[src/rtl/pe_pkg.sv]
// Shared definitions for the multi-channel convolution PE.
//   peState_e : controller states
//   accW      : lane accumulator width, lossless over one window
//   sumW      : channel-sum width, lossless over all lanes
//   idxW      : index width that stays >=1 bit for single-entry ranges
package pe_pkg;

  typedef enum logic [1:0] {IDLE, ACCUM, SUM, OUT} peState_e;

  function automatic int accW(input int dw, input int kd);
    return 2*dw + $clog2(kd);
  endfunction

  function automatic int sumW(input int dw, input int kd, input int ch);
    return accW(dw, kd) + $clog2(ch);
  endfunction

  function automatic int idxW(input int n);
    return (n > 1) ? $clog2(n) : 1;
  endfunction

endpackage

[src/rtl/pe_lane.sv]
// One channel of the PE: KDEPTH-tap kernel store, multiplier and window
// accumulator.
//   wrEn/wrAddr/wrData : kernel tap write (already qualified by the top)
//   beat/first/tap/pix : accepted window beat, first-beat flag, tap index, pixel
//   clr                : drop the accumulator after the channel sum is taken
//   acc                : running window accumulation
module pe_lane #(
  parameter int DW     = 8,
  parameter int KDEPTH = 16,
  parameter int ACCW   = 20,
  parameter int KW     = 4
) (
  input  logic            clk,
  input  logic            rst,
  input  logic            wrEn,
  input  logic [KW-1:0]   wrAddr,
  input  logic [DW-1:0]   wrData,
  input  logic            beat,
  input  logic            first,
  input  logic [KW-1:0]   tap,
  input  logic [DW-1:0]   pix,
  input  logic            clr,
  output logic [ACCW-1:0] acc
);

  logic [KDEPTH-1:0][DW-1:0] kern;
  logic [2*DW-1:0]           prod;

  // Product reads the registered tap, so a same-cycle write is seen only
  // by later beats.
  assign prod = (2*DW)'(kern[tap]) * (2*DW)'(pix);

  always_ff @(posedge clk or negedge rst) begin
    if (!rst)      kern <= '0;
    else if (wrEn) kern[wrAddr] <= wrData;
  end

  // Beat 0 overwrites rather than adds, so a stale sum can never leak in.
  always_ff @(posedge clk or negedge rst) begin
    if (!rst)      acc <= '0;
    else if (clr)  acc <= '0;
    else if (beat) acc <= first ? ACCW'(prod) : acc + ACCW'(prod);
  end

endmodule

[src/rtl/pe_mc_mac.sv]
// Multi-channel convolution PE. Streams KDEPTH window beats through CH lanes,
// sums the lanes at window end, shifts and saturates/truncates to one pixel.
//   ld_*      : kernel tap load (IDLE only; ld_bcast writes every lane)
//   in_*      : window beat handshake, one DW pixel per channel, ch0 in LSBs
//   out_*     : result handshake, held until out_ready
//   busy      : controller not idle
module pe_mc_mac
  import pe_pkg::*;
#(
  parameter int CH     = 4,
  parameter int DW     = 8,
  parameter int KDEPTH = 16,
  parameter int SHIFT  = 4,
  parameter int SAT_EN = 1
) (
  input  logic                    clk,
  input  logic                    rst,
  input  logic                    ld_en,
  input  logic                    ld_bcast,
  input  logic [idxW(CH)-1:0]     ld_ch,
  input  logic [idxW(KDEPTH)-1:0] ld_addr,
  input  logic [DW-1:0]           ld_data,
  input  logic                    in_valid,
  output logic                    in_ready,
  input  logic [CH*DW-1:0]        in_pix,
  output logic                    out_valid,
  input  logic                    out_ready,
  output logic [DW-1:0]           out_data,
  output logic                    busy
);

  localparam int ACCW = accW(DW, KDEPTH);
  localparam int SW   = sumW(DW, KDEPTH, CH);
  localparam int KW   = idxW(KDEPTH);

  peState_e               state, stateNxt;
  logic [KW-1:0]          k;
  logic                   beat, lastBeat, ldOk;
  logic [CH-1:0]          wrEn;
  logic [CH-1:0][ACCW-1:0] acc;
  logic [SW-1:0]          total, sumReg, shifted;
  logic [DW-1:0]          resPix;

  assign in_ready = (state == IDLE) || (state == ACCUM);
  assign busy     = (state != IDLE);
  assign beat     = in_valid && in_ready;
  assign lastBeat = beat && (k == KW'(KDEPTH - 1));
  assign ldOk     = ld_en && (state == IDLE) && (int'(ld_addr) < KDEPTH);

  for (genvar c = 0; c < CH; c++) begin : gLane
    // Out-of-range ld_ch matches no lane, so it is dropped here.
    assign wrEn[c] = ldOk && (ld_bcast || (int'(ld_ch) == c));

    pe_lane #(.DW(DW), .KDEPTH(KDEPTH), .ACCW(ACCW), .KW(KW)) uLane (
      .clk   (clk),
      .rst   (rst),
      .wrEn  (wrEn[c]),
      .wrAddr(ld_addr),
      .wrData(ld_data),
      .beat  (beat),
      .first (k == '0),
      .tap   (k),
      .pix   (in_pix[c*DW +: DW]),
      .clr   (state == SUM),
      .acc   (acc[c])
    );
  end

  always_comb begin
    stateNxt = state;
    case (state)
      IDLE:    if (beat)                   stateNxt = ACCUM;
      ACCUM:   if (lastBeat)               stateNxt = SUM;
      SUM:                                 stateNxt = OUT;
      OUT:     if (out_valid && out_ready) stateNxt = IDLE;
      default:                             stateNxt = IDLE;
    endcase
  end

  always_ff @(posedge clk or negedge rst) begin
    if (!rst) begin
      state <= IDLE;
      k     <= '0;
    end else begin
      state <= stateNxt;
      if (beat) k <= lastBeat ? '0 : k + KW'(1);
    end
  end

  always_comb begin
    total = '0;
    for (int c = 0; c < CH; c++) total = total + SW'(acc[c]);
  end

  assign shifted = sumReg >> SHIFT;
  assign resPix  = ((SAT_EN != 0) && (|shifted[SW-1:DW])) ? '1 : shifted[DW-1:0];

  // Two result stages: channel sum registered in SUM, shift/saturate
  // registered on the first OUT cycle, where out_valid rises.
  always_ff @(posedge clk or negedge rst) begin
    if (!rst) begin
      sumReg    <= '0;
      out_valid <= 1'b0;
      out_data  <= '0;
    end else begin
      if (state == SUM) sumReg <= total;
      if (state == OUT && !out_valid) begin
        out_valid <= 1'b1;
        out_data  <= resPix;
      end else if (out_valid && out_ready) begin
        out_valid <= 1'b0;
      end
    end
  end

endmodule
[config.mk]
export PLATFORM = sky130hd
export DESIGN_NAME = pe_mc_mac
export DESIGN_NICKNAME = d
export VERILOG_FILES = /design/src/rtl/pe_pkg.sv /design/src/rtl/pe_lane.sv /design/src/rtl/pe_mc_mac.sv
export SDC_FILE = /design/constraint.sdc
export NUM_CORES = 2
export LEC_CHECK = 0
export CAP_MARGIN = 20
export CORE_MARGIN = 2
export CORE_UTILIZATION = 50
export CTS_CLUSTER_DIAMETER = 80
export DETAILED_ROUTE_END_ITERATION = 10
export GPL_TIMING_DRIVEN = 0
export PLACE_DENSITY_LB_ADDON = 0.12
export SYNTH_ARGS = -nofsm -noshare
export SYNTH_HDL_FRONTEND = slang
export SYNTH_SLANG_ARGS = --single-unit
[constraint.sdc]
create_clock -name clk -period 11.4 [get_ports clk]
set_clock_uncertainty 0.1 [all_clocks]
set_input_delay 2.28 -clock clk [delete_from_list [all_inputs] [get_ports clk]]
set_output_delay 2.28 -clock clk [all_outputs]
set_load 0.005 [all_outputs]
* Word-level counts from Yosys, hierarchy flattened
Index checks and enable logic that the tools add are counted.
** Word-level totals
- Input port bits :: 52
- Memories :: 0
- Output and inout bits :: 11
- Bits in read-only memories :: 0
- RAM bits :: 0
- Register bits :: 629
- Word-level logic and storage cells :: 156
- Bits in latches :: 0
** Cells by class
- Multiplexer cells :: 34
- Multiply operators :: 4
- Divide/modulo/power cells :: 0
- Bitwise gates (word level) :: 0
- Reduce and logical (&&, ||, !) cells :: 24
- Shifts and indexed selects :: 0
- Equal/unequal tests :: 10
- Add/sub/neg operators :: 8
- Order comparisons :: 3
** Operators with widths (number)
- $bwmux 128 :: 4
- $mux 20 :: 12
- $bmux 8 s4 :: 4
- $add 20x16->20 :: 4
- $mul 8x8->16 :: 4
- $mux 8 :: 6
- $demux 8 s4 :: 1
- $add 21x20->22 :: 1
- $add 22x20->22 :: 1
- $add 20x20->21 :: 1
- $logic_and 1x1->1 :: 10
- $lt 4x5->1 const B :: 2
- $reduce_or 10->1 :: 1
- $eq 2x2->1 const B :: 4
- $pmux 2 s4 :: 1
- $mux 2 :: 3
- $ne 2x2->1 const B :: 3
- $reduce_bool 2->1 :: 3
- $logic_or 1x1->1 :: 5
- $add 4x1->4 const B :: 1
- $eq 2x1->1 const B :: 2
- $eq 4x4->1 const B :: 1
- $ge 4x1->1 const B :: 1
- $logic_not 2->1 :: 2
- 5 further kinds :: 6

* Longest topological paths before layout
- Depth in word-level cells :: 7
- Depth in mapped cells :: 28
- Mapped depth without buffers :: 25

* Hierarchy
A second synthesis with hierarchy kept.
** Unflattened totals
- Cell total of the unflattened synthesis :: 3587
- Area total of the unflattened synthesis :: 42055.3 um2
** By module, submodules not included
- pe_lane (gLane[2].uLane ...) :: seq. area each 3703.6 um2, cells an instance 788, times used 2, area each 9566.7 um2
- pe_lane (gLane[1].uLane) :: seq. area each 3703.6 um2, cells an instance 787, times used 1, area each 9620.5 um2
- pe_lane (gLane[0].uLane) :: seq. area each 3703.6 um2, cells an instance 787, times used 1, area each 9540.4 um2
- pe_mc_mac :: seq. area each 825.8 um2, cells an instance 437, times used 1, area each 3761.1 um2

* Worst setup path after synthesis
Ideal clock, no wire load.
- Path kind :: in2reg
- Start point :: input in_pix[26]
- End point :: register gLane[3].uLane.acc[18]
- Arrival :: 7.415 ns
- Setup time :: 0.129 ns
- Path buffers :: 1
- Stages on the path :: 22
- Data required time :: 11.171 ns
- Setup slack :: 3.757 ns
- Cells stage by stage :: and2_1 fa_1 inv_1 fa_1 inv_1 fa_1 inv_1 fa_1 inv_1 ha_1 inv_1 o211a_1 o31ai_1 xor2_1 ha_1 buf_2 and3_1 a221o_1 a2111o_1 o22ai_1 or4_1 nand3_1
** On the way
- Longest elaborated chain between the ends :: 5
** RTL lines
- start: declaration :: RTL line pe_mc_mac.sv:25 : input logic [CH*DW-1:0] in_pix,
- $mul 8x8->16 :: RTL line pe_lane.sv:31 : assign prod = (2*DW)'(kern[tap]) * (2*DW)'(pix);
- $add 20x16->20 :: RTL line pe_lane.sv:42 : else if (beat) acc <= first ? ACCW'(prod) : acc + ACCW'(prod);
- $mux 20 (2 in a row) :: RTL line pe_lane.sv:42
- $mux 20 :: RTL line pe_lane.sv:41 : else if (clr) acc <= '0;
- end signal: assignment :: RTL line pe_lane.sv:42
- end: declaration :: RTL line pe_lane.sv:23 : output logic [ACCW-1:0] acc
Every way passes these cells. The select of a mux whose other input is x is not followed.
A chain may end at the register's enable or synchronous reset.

* Worst setup path after layout
- Start point :: register k[1]
- End point :: register gLane[2].uLane.acc[18]
** On the way
- Longest elaborated chain between the ends :: 7
- Elaborated cells on any way between the ends :: 8
- Classes of those cells :: 1 x add/sub; 1 x mul; 5 x mux; 1 x reduce/logical
** RTL lines
- start: declaration :: RTL line pe_mc_mac.sv:37 : logic [KW-1:0] k;
- start signal: assignment :: RTL line pe_mc_mac.sv:86 : if (beat) k <= lastBeat ? '0 : k + KW'(1);
- $bmux 8 s4 :: RTL line pe_lane.sv:31
- $mux 8 (not written as such) :: RTL line pe_lane.sv:31
- $mul 8x8->16 :: RTL line pe_lane.sv:31
- $add 20x16->20 :: RTL line pe_lane.sv:42
- $mux 20 * (2 in a row) :: RTL line pe_lane.sv:42
- $mux 20 * :: RTL line pe_lane.sv:41
- end signal: assignment :: RTL line pe_lane.sv:42
- end: declaration :: RTL line pe_lane.sv:23
Mark *: on every way between the ends. The rest lies on a longest branch, timed or not. The select of a mux whose other input is x is not followed.

==> results_dict.tcl <==
set metrics [dict create \
    status "finished, final reports clean" \
    gp_congestion 0.916 \
    ys.flop_type "dfrtp_1" \
    grt_max_degree 131 \
    synth-seq-cells 625 \
    ctsResizeCount 0 \
    clkSlewWorstSetupHoldPaths_ns 0.06 \
    firstDrtPassIters 5 \
    viasPerCell 6.08 \
    cts_buffers 74 \
    syn_area_um2 41600 \
    synth_nets 3942 \
    synth_area_leaders "dfrtp_1, mux2_2, fa_1, mux4_2, ha_1" \
    final_nets 4078 \
    detail_route.wl_per_cell_um 25.2 \
    final_max_slew_viol_count 0 \
    ys_types 87 \
    clock-sinks 625 \
    synth-simple-area-share_pct 9.22 \
    met1_length_um 49100 \
    syn_avg_cell_area_um2 12.0 \
    critPathLaunch "k[1]" \
    synth_warnings 0 \
    dp_worst_setup_slack_ns 2.48 \
    rsz0062_at_grt "no" \
    synth_top_family_by_area "multiplexers" \
    synth_mux_area_share_pct 23.0 \
    synth_edf_count 0 \
    synth-xor-area-share_pct 1.77 \
    finalHoldViolCount 0 \
    area_growth_pct 11.2 \
    postRouteAntennaNets 0 \
    setup_tns_ns 0 \
    clockBufferDepth 3 \
    worstHoldEndpoint "out_data[1]" \
    drc 0 \
    synth_area_leader_cell "dfrtp_1" \
    cts_hold_buf 0 \
    synth_async_sr_flop_share_pct 100 \
    r2r_end "gLane[2].uLane.acc[18]" \
    die-height_um 292 \
    r2r_cells 25 \
    synth_compound_gate_area_share_pct 8.28 \
    hold_path_class "reg -> reg" \
    fin_crit_ns 8.98 \
    cp.arrival_ns 9.41 \
    finalWirelength_um 119000 \
    fin_ws_ns 2.42 \
    wl_met3_um 4520 \
    final_core_util_pct 56.3 \
    r2r-start "k[1]" \
    place_area_um2 43700 \
    critPathMaxFanout 10 \
    min_path_cells 1 \
    cp.required_ns 11.83 \
    cts_setup_buffers 0 \
    drtIter0Drc 1862 \
    grt_pass1_vias 30614 \
    setup_viol 0 \
    yosysTopAreaCellShare_pct 37.6 \
    dp_hpwl_um 89500 \
    critPathLaunchType "register" \
    cts_tree "yes" \
    slew_headroom_pct 19.2 \
    hp-start "sumReg[5]" \
    worstSetupPathType "reg -> reg" \
    critPathCaptureType "register" \
    die_w_um 292 \
    grt_antenna_before_repair 5 \
    final_common_cell "dfrtp_1" \
    fp.dieArea_um2 85600 \
    stdcell_area_um2 46300 \
    drive_above_1_share_pct 24.3 \
    initial_core_util_pct 50.6 \
    final_cell_mix "dfrtp_1, mux2_2, inv_1" \
    r2r_slack_ns 2.42 \
    fmax_mhz 111 \
    timing.final.crit_share_pct 78.8 \
    cts_max_level 3 \
    coreArea_um2 82200 \
    top_layer_used "met5" \
    grt_pass1_wl_um 185000 \
    ios 63 \
    root_buffer "clkbuf_16" \
    grt-ovfl-total 0 \
    drv_cap 0 \
    clkLatencyLatePin_ns 0.65 \
    num_rows 105 \
    yosysSeqAreaShare_pct 37.6 \
    yosys.area_share.adder_pct 16.2 \
    worstMarginPinSlew_ns 1.21 \
    grt_usage_pct 28.4 \
    portBuffers 50 \
    syn_inst 3465 \
    vias 28733 \
    wl_met2_um 60300 \
]
==> cells by family (layout without fill, tap and decap cells) <==
kind of cell    after synthesis  after routing
mux                         690            690
simple gates                728            728
compound gates              495            495
fa+ha+maj                   425            425
flops                       625            625
buf+inv                     418            609
xor+xnor                     84             84
other cells                   0              3
==> worst max path at each step <==
stage                          endpoint  cells after the start
3_3_place_gp   gLane[0].uLane.kern[114]                      1
3_5_place_dp     gLane[2].uLane.acc[18]                     22
4_1_cts          gLane[2].uLane.acc[18]                     25
6_report         gLane[2].uLane.acc[18]                     25
5_1_grt          gLane[2].uLane.acc[19]                     24
2_1_floorplan    gLane[3].uLane.acc[18]                     22
==> synthesized netlist by cell type (all sizes together) (15+ instances only) <==
| cell type | number |
|---|---|
| a21o | 47 |
| ha | 238 |
| mux4 | 160 |
| o211ai | 16 |
| nor3 | 55 |
| nand3 | 36 |
| clkbuf | 102 |
| o21a | 25 |
| xnor2 | 53 |
| dfrtp | 625 |
| nor2 | 109 |
| fa | 187 |
| nand2 | 210 |
| and2 | 215 |
| mux2 | 523 |
| a211oi | 31 |
| buf | 54 |
| inv | 262 |
| xor2 | 31 |
| a311oi | 18 |
| o21ai | 94 |
| a21oi | 113 |
| a22oi | 15 |
==> flip-flops by register name (all words and copies together) (netlist names) <==
signal            count
out_valid             1
sumReg               18
gLane.uLane.kern    512
gLane.uLane.acc      80
out_data              8
state                 2
k                     4
==> worst max-delay path: stages, from the launching register on <==
cell and delay [ns]:
dfrtp_1 0.49, clkbuf_1 0.39, buf_1 0.85, mux4_2 0.49
mux4_2 0.63, and2_1 0.24, fa_1 0.53, inv_1 0.06
fa_1 0.52, inv_1 0.05, fa_1 0.47, inv_1 0.05
fa_1 0.47, inv_1 0.04, ha_1 0.36, nand3_1 0.10
o21ai_0 0.45, a31oi_1 0.18, xnor2_1 0.45, ha_1 0.42
and3_1 0.24, a221o_1 0.36, a22oi_1 0.26, a21oi_1 0.19
nor4b_1 0.20, a211o_1 0.30
==> final cells by class <==
cell class,instances,area (um^2)
fillers,6787,36000
multi-input cells,2422,24300
flip-flops and latches,625,15600
clock buffers,100,2080
well taps,1070,1340
inverters,262,983
repair buffers,60,714
plain buffers,156,689
clock inverters,31,532
diodes,3,7.51
==> metrics by stage <==
step	hold slack [ns]	instances
after global routing	0.399	4727
after detailed placement	0.373	4594
final	0.373	4729
after CTS	0.378	4725
after floorplan	0.352	3465
after global placement	0.369	4585
==> layer usage <==
metal | global-route usage, % | vias up
met1 | 35.7 | 15065
met3 | 3.61 | 251
met4 | 11.6 | 2
met5 | 0 | -
li1 | - | 12674
met2 | 49.5 | 741
Power is left out: the tool's default activity adds up to more than one toggle a clock period on the data nets, which glitch-free logic cannot reach.
